--- config.mk ---
export PLATFORM = sky130hd
export DESIGN_NAME = bcd_stopwatch_counter
export DESIGN_NICKNAME = d
export VERILOG_FILES = /design/src/rtl/bcd_stopwatch_counter.sv
export SDC_FILE = /design/constraint.sdc
export NUM_CORES = 1
export LEC_CHECK = 0
export CELL_PAD_IN_SITES_DETAIL_PLACEMENT = 0
export CELL_PAD_IN_SITES_GLOBAL_PLACEMENT = 2
export CORE_MARGIN = 2
export CORE_UTILIZATION = 25
export CTS_CLUSTER_DIAMETER = 80
export DETAILED_ROUTE_END_ITERATION = 8
export DONT_BUFFER_PORTS = 1
export PLACE_DENSITY_LB_ADDON = 0.1
export SYNTH_ARGS = -nofsm -noshare
export SYNTH_HDL_FRONTEND = slang
export SYNTH_SLANG_ARGS = --single-unit
--- constraint.sdc ---
create_clock -name clk -period 3.3 [get_ports clk]
set_input_delay 0.33 -clock clk [delete_from_list [all_inputs] [get_ports clk]]
set_output_delay 0.33 -clock clk [all_outputs]
set_load 0.005 [all_outputs]
--- src/rtl/bcd_stopwatch_counter.sv ---
// Two-digit BCD stopwatch: prescales clk into count ticks and runs a 00-99 seconds counter
// with edge-triggered start/stop and clear controls plus tick/wrap status strobes.
module bcd_stopwatch_counter #(
  parameter int TICK_CYCLES = 10_000_000,
  parameter int CNT_W       = 24
) (
  input  logic       clk,
  input  logic       rst,
  input  logic       start_stop,
  input  logic       clear,
  output logic [7:0] num,
  output logic       running,
  output logic       tick,
  output logic       wrap
);

  typedef enum logic [1:0] {
    IDLE  = 2'd0,
    RUN   = 2'd1,
    PAUSE = 2'd2
  } state_t;

  localparam logic [CNT_W-1:0] PRESCALE_LAST = CNT_W'(TICK_CYCLES - 1);

  state_t           state;
  state_t           state_next;
  logic             ss_prev;
  logic             clr_prev;
  logic             ss_rise;
  logic             clr_rise;
  logic [CNT_W-1:0] prescale;
  logic [CNT_W-1:0] prescale_next;
  logic [3:0]       tens;
  logic [3:0]       units;
  logic [3:0]       tens_next;
  logic [3:0]       units_next;
  logic             tick_next;
  logic             wrap_next;

  assign num      = {tens, units};
  assign ss_rise  = start_stop & ~ss_prev;
  assign clr_rise = clear & ~clr_prev;

  // NOTE: sequential state uses <= so every register samples pre-edge values;
  // blocking assignments here would create order-dependent simulation races.
  always_ff @(posedge clk) begin
    if (rst) begin
      ss_prev  <= 1'b0;
      clr_prev <= 1'b0;
    end else begin
      ss_prev  <= start_stop;
      clr_prev <= clear;
    end
  end

  always_ff @(posedge clk) begin
    if (rst) begin
      state <= IDLE;
    end else begin
      state <= state_next;
    end
  end

  // Clear takes priority over start/stop in every state.
  // NOTE: every combinational output gets a default first so no path infers a latch.
  always_comb begin
    state_next = state;
    if (clr_rise) begin
      state_next = IDLE;
    end else if (ss_rise) begin
      unique case (state)
        IDLE:    state_next = RUN;
        RUN:     state_next = PAUSE;
        PAUSE:   state_next = RUN;
        default: state_next = IDLE;
      endcase
    end
  end

  // Counting depends on the current state, so an increment landing on the
  // RUN->PAUSE edge still completes; a pause simply freezes the held phase.
  always_comb begin
    prescale_next = prescale;
    tens_next     = tens;
    units_next    = units;
    tick_next     = 1'b0;
    wrap_next     = 1'b0;
    if (clr_rise) begin
      prescale_next = '0;
      tens_next     = 4'd0;
      units_next    = 4'd0;
    end else if (state == RUN) begin
      if (prescale == PRESCALE_LAST) begin
        prescale_next = '0;
        tick_next     = 1'b1;
        if (units != 4'd9) begin
          units_next = units + 4'd1;
        end else begin
          units_next = 4'd0;
          if (tens != 4'd9) begin
            tens_next = tens + 4'd1;
          end else begin
            tens_next = 4'd0;
            wrap_next = 1'b1;
          end
        end
      end else begin
        prescale_next = prescale + CNT_W'(1);
      end
    end
  end

  always_ff @(posedge clk) begin
    if (rst) begin
      prescale <= '0;
      tens     <= 4'd0;
      units    <= 4'd0;
      tick     <= 1'b0;
      wrap     <= 1'b0;
      running  <= 1'b0;
    end else begin
      prescale <= prescale_next;
      tens     <= tens_next;
      units    <= units_next;
      tick     <= tick_next;
      wrap     <= wrap_next;
      running  <= (state == RUN);
    end
  end

endmodule

==> metrics, run 1 <==
Hold WS 0.1015 ns; die height 86.81 um; Pins Over Slew Limit 0; hpwl dp 2600 um; crit-path max FO 10; top-count cell post-synth dfxtp_1; drt initial violations 40; HP Start rst; share of the synthesized area in the top cell type 0.4555; Initial Utilization 0.2551; VDD IR max 120.0 uV; startpoint types register; final setup violation count 0; Hold WC Path Type input pin to register; main flop type after synthesis dfxtp_1; pin count of the biggest net entering global routing 23; Post-Syn Instances 195; first-pass GRT wire length 5947 um; initial antenna violation count 0; Power Total 0.8546 mW; Met2 Wirelength 1682 um; Pwr Density 448.5 mW/mm2; Slew headroom 0.6678; Clock Root Buffer clkbuf_8; routed vias/inst 4.757; Setup Buffers After CTS 0; final worst path period need 2.212 ns; Synth area leader dfxtp_1; DR DRC count 0; CTS Hold Bufs 0; Post-Route WL 3724 um; Critical Path End Type register; clock tree buffer depth 2; Fin. Hold Viols 0; Metal-1 WL 1854 um; unrepaired setup endpoints after global routing false; CP arrival 2.43 ns; count of input and output buffers 0; layout cells sized above 1 0.06500; Synth area leaders dfxtp_1, xnor2_1, nor2_1; drt pass-1 iters 4; Leak 0.5653 nW; Routability Congestion 0.7568; CTS clock-pin slew for the worst setup and hold paths 0.08 ns; io pins 15; syn nets 200; Clock Skews 0.003690 ns; gr ovfl total 0; highest metal used met4; worst skew pair latency 0.29 ns; WL met3 147 um; fill count 704; fin nets 204; vias post-DR 1332; status completed; commonest cells in the netlist dfxtp_1, nor2_1, xnor2_1; Core Region 0.006719 mm2; Post-synth EDFFs 0; routed len/inst 13.30 um; critical path startpoint prescale[9]$_SDFFE_PP0N_; Yosys cell types 33; WP data required 3.52 ns; mapped cell area 0.001714 mm2; chip width 86.81 um; Area growth syn-to-layout 11.17%; Final Util 0.2836; clk sinks 39; CTS tree yes; Fmax 452.2 MHz; Mapped Avg Cell Area 8.790 um2; Antenna Cells 0; part of the Yosys area used for sequential elements 0.4555; H-tree levels 2; GRT Resource Usage Total 0.1030; Num CTS Buffers 5; share of synthesized flip-flops with an asynchronous set or reset 0; DRT antenna net count 0; worst slew pin tran 0.4983 ns; die area 0.007535 mm2; worst r2r src prescale[9]$_SDFFE_PP0N_; Ys Warns 0; Crit Path Category register to register; Synth Register Bits 39; PostCTS Resize Cnt 0; TNS Setup 0 ns; Cell Rows 30; Final Cycle Share 0.6702; total of max-cap violations 0; number of global-route vias before repair 1238
registers in the layout, indices dropped and copies added (netlist names):
name / cells
clr_prev: 1
units: 4
tens: 4
prescale: 24
wrap: 1
running: 1
ss_prev: 1
tick: 1
state: 2
layout by cell type (no fill, tap or decap), drive strengths merged:
cell    synthesis  routed
mux2i           3       3
xnor2          21      21
nand3b          1       1
nor4bb          1       1
a21o            1       1
nor2           32      32
buf             2       3
and4bb          1       1
nand4           7       7
nor3            8       8
nor3b           1       1
or4             5       5
nand2           9       9
and4            1       1
or3             4       4
nor4b           3       3
ha              1       1
and3            3       3
a21oi           6       6
nor2b           8       8
xor2            4       4
dfxtp          39      39
nand2b          1       1
a31oi           1       1
nand3          10      10
inv             7       7
o21ai           4       4
clkbuf          4       8
o31ai           2       2
nor4            5       5
power breakdown:
group	internal [mW]	leakage (nW)	switching (mW)
sequential	0.474	0.315	0.00167
clock	0.191	0.0515	0.165
combinational	0.00805	0.199	0.0149
total	0.673	0.565	0.182
routing by layer:
metal  GRT usage  vias up
met5           0        -
met4     0.04261        0
met2      0.1610       26
met1      0.1303      621
li1            -      679
met3     0.03333        6
metrics by stage:
| stage | setup slack, ns | instance area [um2] | instances |
|---|---|---|---|
| 2_1_floorplan | 1.245 | 1714 | 195 |
| 3_3_place_gp | 1.104 | 1805 | 272 |
| 3_5_place_dp | 1.096 | 1805 | 272 |
| 4_1_cts | 1.076 | 1906 | 280 |
| 5_1_grt | 0.9517 | 1906 | 280 |
| 6_report | 1.088 | 1906 | 280 |
worst paths after layout:
path                                   end  slack [ns]  cells past startpoint
setup / recovery     units[1]$_SDFFE_PP0P_        1.09                      5
hold / removal          running$_SDFF_PP0_        0.10                      1
setup reg to reg     units[1]$_SDFFE_PP0P_        1.09                      5
hold reg to reg   prescale[5]$_SDFFE_PP0N_        0.52                      2
worst max-delay path: stages, from the launching register on:
cell and delay, ns:
dfxtp_1 0.44, nand2_2 0.08, or4_4 0.50, or3_1 0.47
or4_1 0.51, a21oi_1 0.14
area by class of cell:
type / instances / area (um2) / area share
multi-input cells: 143 / 875.8 / 0.4596
flip-flops and latches: 39 / 780.7 / 0.4097
clock buffers: 8 / 100.1 / 0.05253
well taps: 80 / 100.1 / 0.05253
inverters: 7 / 26.28 / 0.01379
repair buffers: 3 / 22.52 / 0.01182
cell families (layout without fill, tap and decap cells):
kind of cell / Yosys count / in the layout / share of synthesized area
fa+ha+maj: 1 / 1 / 0.007298
xor+xnor: 25 / 25 / 0.1277
flops: 39 / 39 / 0.4555
simple gates: 100 / 100 / 0.3124
mux: 3 / 3 / 0.01752
buf+inv: 13 / 18 / 0.03357
compound gates: 14 / 14 / 0.04599
Power figures use the tool's default switching activity.
==> run 2: changes to the inputs <==
==> constraint.sdc (replaced) <==
create_clock -name clk -period 1.9 [get_ports clk]
set_input_delay 0.19 -clock clk [delete_from_list [all_inputs] [get_ports clk]]
set_output_delay 0.19 -clock clk [all_outputs]
set_load 0.005 [all_outputs]
==> run 2 against run 1 <==
  * Via count is 9.2% higher
  * Non-clock buffer count grew 38
  * Sequential power grew 73%
  * First-iteration DRC count is 20% lower
  * The run now ends with setup timing left
  * Global-route usage grew 1.2 points
  * Die area stayed put
  * Critical path type unchanged
  * Clock skew is 0.0070 ns higher
  * Setup slack worse by 1.1 ns
  * Register-to-register slack lost 1.1 ns
  * Highest routed layer unchanged
==> metrics, run 2 (synthesized netlist as in run 1, its figures left out) <==
Crit Path Category register to register; Final Cycle Share 1.027; Area growth syn-to-layout 37.81%; failing checks setup timing; H-tree levels 2; max FFs per register 24; number of global-route vias before repair 1469; Layout Cells excl Fill 318; clock tree buffer depth 2; gr ovfl total 0; CTS clock-pin slew for the worst setup and hold paths 0.09 ns; total of max-cap violations 0; drt pass-1 iters 4; DRT antenna net count 0; pin count of the biggest net entering global routing 23; final setup violation count 5; Post-DP Area 0.002093 mm2; Final Util 0.3516; critical path startpoint prescale[9]$_SDFFE_PP0N_; vias post-DR 1454; Critical Path End Type register; biggest regs prescale x24, tens x4, units x4; chip width 86.81 um; crit-path max FO 6; Routability Congestion 0.8039; Cell Rows 30; final worst slack -0.05042 ns; Clock Root Buffer clkbuf_8; worst r2r src prescale[9]$_SDFFE_PP0N_; CTS tree yes; Fin. Hold Viols 0; worst skew pair latency 0.29 ns; Clock Skews 0.01070 ns; R2R depth 5; initial antenna violation count 0; Antenna Cells 0; count of input and output buffers 0; status finished, violations left; Power Total 1.646 mW; dpl cells 308; CP arrival 2.17 ns; die height 86.81 um; DR DRC count 0; Hold WC Path Type input pin to register; worst flop-to-flop path endpoint units[1]$_SDFFE_PP0P_; Initial Utilization 0.2551; VDD IR max 371.7 uV; multi-input logic area 988.4 um2; leading cell type in the layout, fill and taps excluded buf_4; drt initial violations 32; HP Start clear; routed len/inst 12.35 um; GRT Resource Usage Total 0.1154; Hold WS 0.02518 ns; FF+latch area 789.5 um2; Leak 0.7941 nW; post-place setup slack -0.2341 ns; Fmax 512.7 MHz; Num CTS Buffers 5; hpwl dp 2908 um; first-pass GRT wire length 6844 um; Top reg by flops prescale; layout cells sized above 1 0.3067; startpoint types register; final worst path period need 1.950 ns; WP data required 2.12 ns; Post-Layout Inst Area 0.002362 mm2; routed vias/inst 4.572; flop-to-flop setup slack -0.05 ns; unrepaired setup endpoints after global routing true; fill count 702; worst slew pin tran 0.3599 ns; commonest cells after routing, fill and taps aside buf_4, dfxtp_1, nor2_1, xnor2_1; io pins 15; TNS Setup -0.1160 ns; Pwr Density 696.6 mW/mm2; hold path cells 1; Core Region 0.006719 mm2; fin nets 242; Slew headroom 0.7593; clk sinks 39; crit path to units[1]$_SDFFE_PP0P_; die area 0.007535 mm2; Pins Over Slew Limit 0; Post-Route WL 3927 um
run 2: cell types whose count changed in the layout (fill, tap and decap cells not counted), moves of 3 or more:
cell,delta
buf_4,+35
dfxtp_1,-5
dfxtp_2,+4
nor4_1,-4
nor4_2,+4
nor4b_1,-3
run 2: how the worst min path moves through the flow:
stage / endpoint
after floorplan: clr_prev$_SDFF_PP0_
after global placement: running$_SDFF_PP0_
after detailed placement: clr_prev$_SDFF_PP0_
after CTS: clr_prev$_SDFF_PP0_
after global routing: clr_prev$_SDFF_PP0_
final: clr_prev$_SDFF_PP0_
run 2: final cells by class:
type                       instances  area share
multi-input combinational        143      0.4184
clock inverter                     2     0.01589
timing repair buffer              41      0.1382
clock buffer                       6     0.03972
inverter                           7     0.01112
tap                               80     0.04237
sequential                        39      0.3342
run 2: power by group:
part	switching (mW)	internal, mW	leakage, nW
registers	0.00273	0.821	0.318
logic	0.0290	0.0222	0.414
clock network	0.300	0.471	0.0626
total	0.331	1.31	0.794
run 2: critical path, stage by stage (launching register included):
cell and delay [ns]:
dfxtp_4 0.35, nand2_2 0.06, or4_4 0.51, or3_4 0.38, or4_1 0.47, a21oi_1 0.12
run 2: repair_timing:
item / in CTS / in global routing
gates resized for setup: 11 / 14
setup endpoints to repair: 31 / 24
hold buffers: 1 / 0
pin swaps: 7 / 11
endpoints found under the hold margin: 3 / 0
buffers inserted: 0 / 1
run 2: metal layers:
metal	up-vias	track usage	share of wire
met1	681	0.1446	0.49
met3	2	0.03714	0.030
met4	0	0.03409	0.0066
met5	-	0	0
li1	757	-	-
met2	14	0.1888	0.47
==> run 3: changes to the inputs <==
--- a/config.mk
+++ b/config.mk
@@ -5,14 +5,15 @@
 export SDC_FILE = /design/constraint.sdc
 export NUM_CORES = 1
 export LEC_CHECK = 0
+export BUFFER_PORTS_ARGS = -buffer_cell sky130_fd_sc_hd__buf_2
 export CELL_PAD_IN_SITES_DETAIL_PLACEMENT = 0
 export CELL_PAD_IN_SITES_GLOBAL_PLACEMENT = 2
 export CORE_MARGIN = 2
-export CORE_UTILIZATION = 25
+export CORE_UTILIZATION = 32
 export CTS_CLUSTER_DIAMETER = 80
 export DETAILED_ROUTE_END_ITERATION = 8
-export DONT_BUFFER_PORTS = 1
 export PLACE_DENSITY_LB_ADDON = 0.1
+export SKIP_LAST_GASP = 1
 export SYNTH_ARGS = -nofsm -noshare
 export SYNTH_HDL_FRONTEND = slang
 export SYNTH_SLANG_ARGS = --single-unit
==> run 3 against run 2 <==
  * The run still ends with setup timing left
  * Global-route usage increased by 1.3 points
  * Clock power shrank 13%
  * First-iteration DRC count grew 13%
  * Routed wire length fell by 5.0%
  * Die area fell by 21%
  * Setup slack lost 0.035 ns
  * Final cell count down 1.3%
  * Total power down 6.1%
  * Worst hold slack better by 0.062 ns
  * Core utilization increased by 9.9 points
  * Largest cell class unchanged
==> metrics, run 3 (synthesized netlist as in run 1, its figures left out) <==
initial antenna violation count 0; CP arrival 2.21 ns; Pins Over Slew Limit 0; drt initial violations 36; max FFs per register 24; hold path cells 2; total of max-cap violations 0; clock tree buffer depth 2; Critical Path End Type register; Slew headroom 0.6427; worst skew pair latency 0.29 ns; TNS Setup -0.3120 ns; count of input and output buffers 14; Clock Skews 0.006598 ns; Final Cycle Share 1.045; routed vias/inst 4.732; vias post-DR 1486; worst r2r src prescale[22]$_SDFFE_PP0N_; unrepaired setup endpoints after global routing true; HP Start rst; Antenna Cells 0; Num CTS Buffers 5; fill count 547; fin nets 248; hpwl dp 2629 um; leading cell type in the layout, fill and taps excluded dfxtp_1; status finished, violations left; Fin. Hold Viols 0; crit-path max FO 5; flop-to-flop setup slack -0.09 ns; final worst path period need 1.986 ns; io pins 15; commonest cells after routing, fill and taps aside dfxtp_1, nor2_1, buf_4, xnor2_1, buf_2; Comb pwr share 0.035; sequential share of power 0.532; die area 0.005958 mm2; final worst slack -0.08582 ns; P_int 1.216 mW; Switching Share 0.2133; CTS tree yes; Top reg by flops prescale; worst slew pin tran 0.5360 ns; routed len/inst 11.88 um; gr ovfl total 0; WHS Endpoint running$_SDFF_PP0_; Initial Utilization 0.3335; Leak 0.8311 nW; dpl cells 305; failing checks setup timing; drt pass-1 iters 4; DRT antenna net count 0; biggest regs prescale x24, tens x4, units x4; first-pass GRT wire length 6161 um; layout cells sized above 1 0.3156; R2R depth 6; Routability Congestion 0.7986; P_sw 0.3297 mW; CTS Hold Bufs 0; WP data required 2.13 ns; pin count of the biggest net entering global routing 23; Power Total 1.546 mW; Pwr Density 667.5 mW/mm2; Core Region 0.005140 mm2; Area growth syn-to-layout 35.11%; Layout Cells excl Fill 314; CTS clock-pin slew for the worst setup and hold paths 0.08 ns; FF+latch area 788.3 um2; H-tree levels 2; Fmax 503.6 MHz; worst flop-to-flop path endpoint units[1]$_SDFFE_PP0P_; Post-Route WL 3730 um; Crit Path Category register to register; Cell Rows 26; die height 77.19 um; multi-input logic area 963.4 um2; Hold WC Path Type input pin to register; VDD IR max 295.6 uV; final setup violation count 6; GRT Resource Usage Total 0.1284; Clock Root Buffer clkbuf_8; startpoint types register; DR DRC count 0; Clk network pwr share 0.433; chip width 77.19 um; number of global-route vias before repair 1348; clk sinks 39
-- run 3: cell types whose count changed in the layout (fill, tap and decap cells not counted), sizes merged --
cell and delta:
buf +7, bufinv -1, clkbuf +1, clkinv +1, clkinvlp -1, dlygate4sd3 -1
-- run 3: worst max path at each step --
stage,from,endpoint,slack [ns],depth (start not counted)
global placement,prescale[23]$_SDFFE_PP0N_,units[1]$_SDFFE_PP0P_,-0.21,6
finish,prescale[22]$_SDFFE_PP0N_,units[1]$_SDFFE_PP0P_,-0.09,6
CTS,prescale[9]$_SDFFE_PP0N_,units[1]$_SDFFE_PP0P_,-0.12,5
global route,prescale[12]$_SDFFE_PP0N_,units[1]$_SDFFE_PP0P_,-0.15,6
detailed placement,prescale[23]$_SDFFE_PP0N_,units[1]$_SDFFE_PP0P_,-0.27,6
floorplan,prescale[10]$_SDFFE_PP0N_,units[1]$_SDFFE_PP0P_,-0.1,6
-- run 3: critical path, cell delays in order (launching register included) --
cell      delay, ns
dfxtp_2        0.34
nor4bb_4       0.30
buf_4          0.16
nand3_4        0.07
or3_4          0.44
or4_4          0.49
a21oi_2        0.12
-- run 3: cell type report --
class | instances | area share
clock buffers | 7 | 0.04646
repair buffers | 47 | 0.1459
clock inverters | 1 | 0.002161
well taps | 70 | 0.03782
flip-flops and latches | 39 | 0.3404
inverters | 7 | 0.01135
multi-input cells | 143 | 0.4160
-- run 3: repair_timing --
item | in CTS | in global routing
resized for setup | 12 | 9
endpoints found under the setup margin | 31 | 8
setup buffers | 0 | 1
pin swaps | 7 | 4
-- run 3: metal layers --
metal / part of all wire / vias to the layer above / GRT usage
li1: - / 770 / -
met1: 0.48 / 690 / 0.1645
met2: 0.47 / 20 / 0.2052
met3: 0.033 / 6 / 0.03176
met4: 0.015 / 0 / 0.05357
met5: 0 / - / 0
-- run 3: power groups by stage --
stage | combinational (mW) | sequential (mW) | clock, mW
final | 0.0537 | 0.823 | 0.669
after global routing | 0.0594 | 0.824 | 0.726
after CTS | 0.0541 | 0.823 | 0.685
after detailed placement | 0.0536 | 0.843 | 0
after global placement | 0.0522 | 0.842 | 0
after floorplan | 0.0308 | 0.843 | 0
-- run 3: through the flow --
stage	hold slack, ns	worst slack, ns	utilization	instance area [um2]
6_report	0.08716	-0.08582	0.4506	2316
3_3_place_gp	0.3951	-0.2100	0.4082	2098
3_5_place_dp	0.3983	-0.2689	0.4082	2098
2_1_floorplan	0.2616	-0.09707	-	1722
5_1_grt	0.08829	-0.1522	0.4506	2316
4_1_cts	0.08018	-0.1187	0.4423	2273
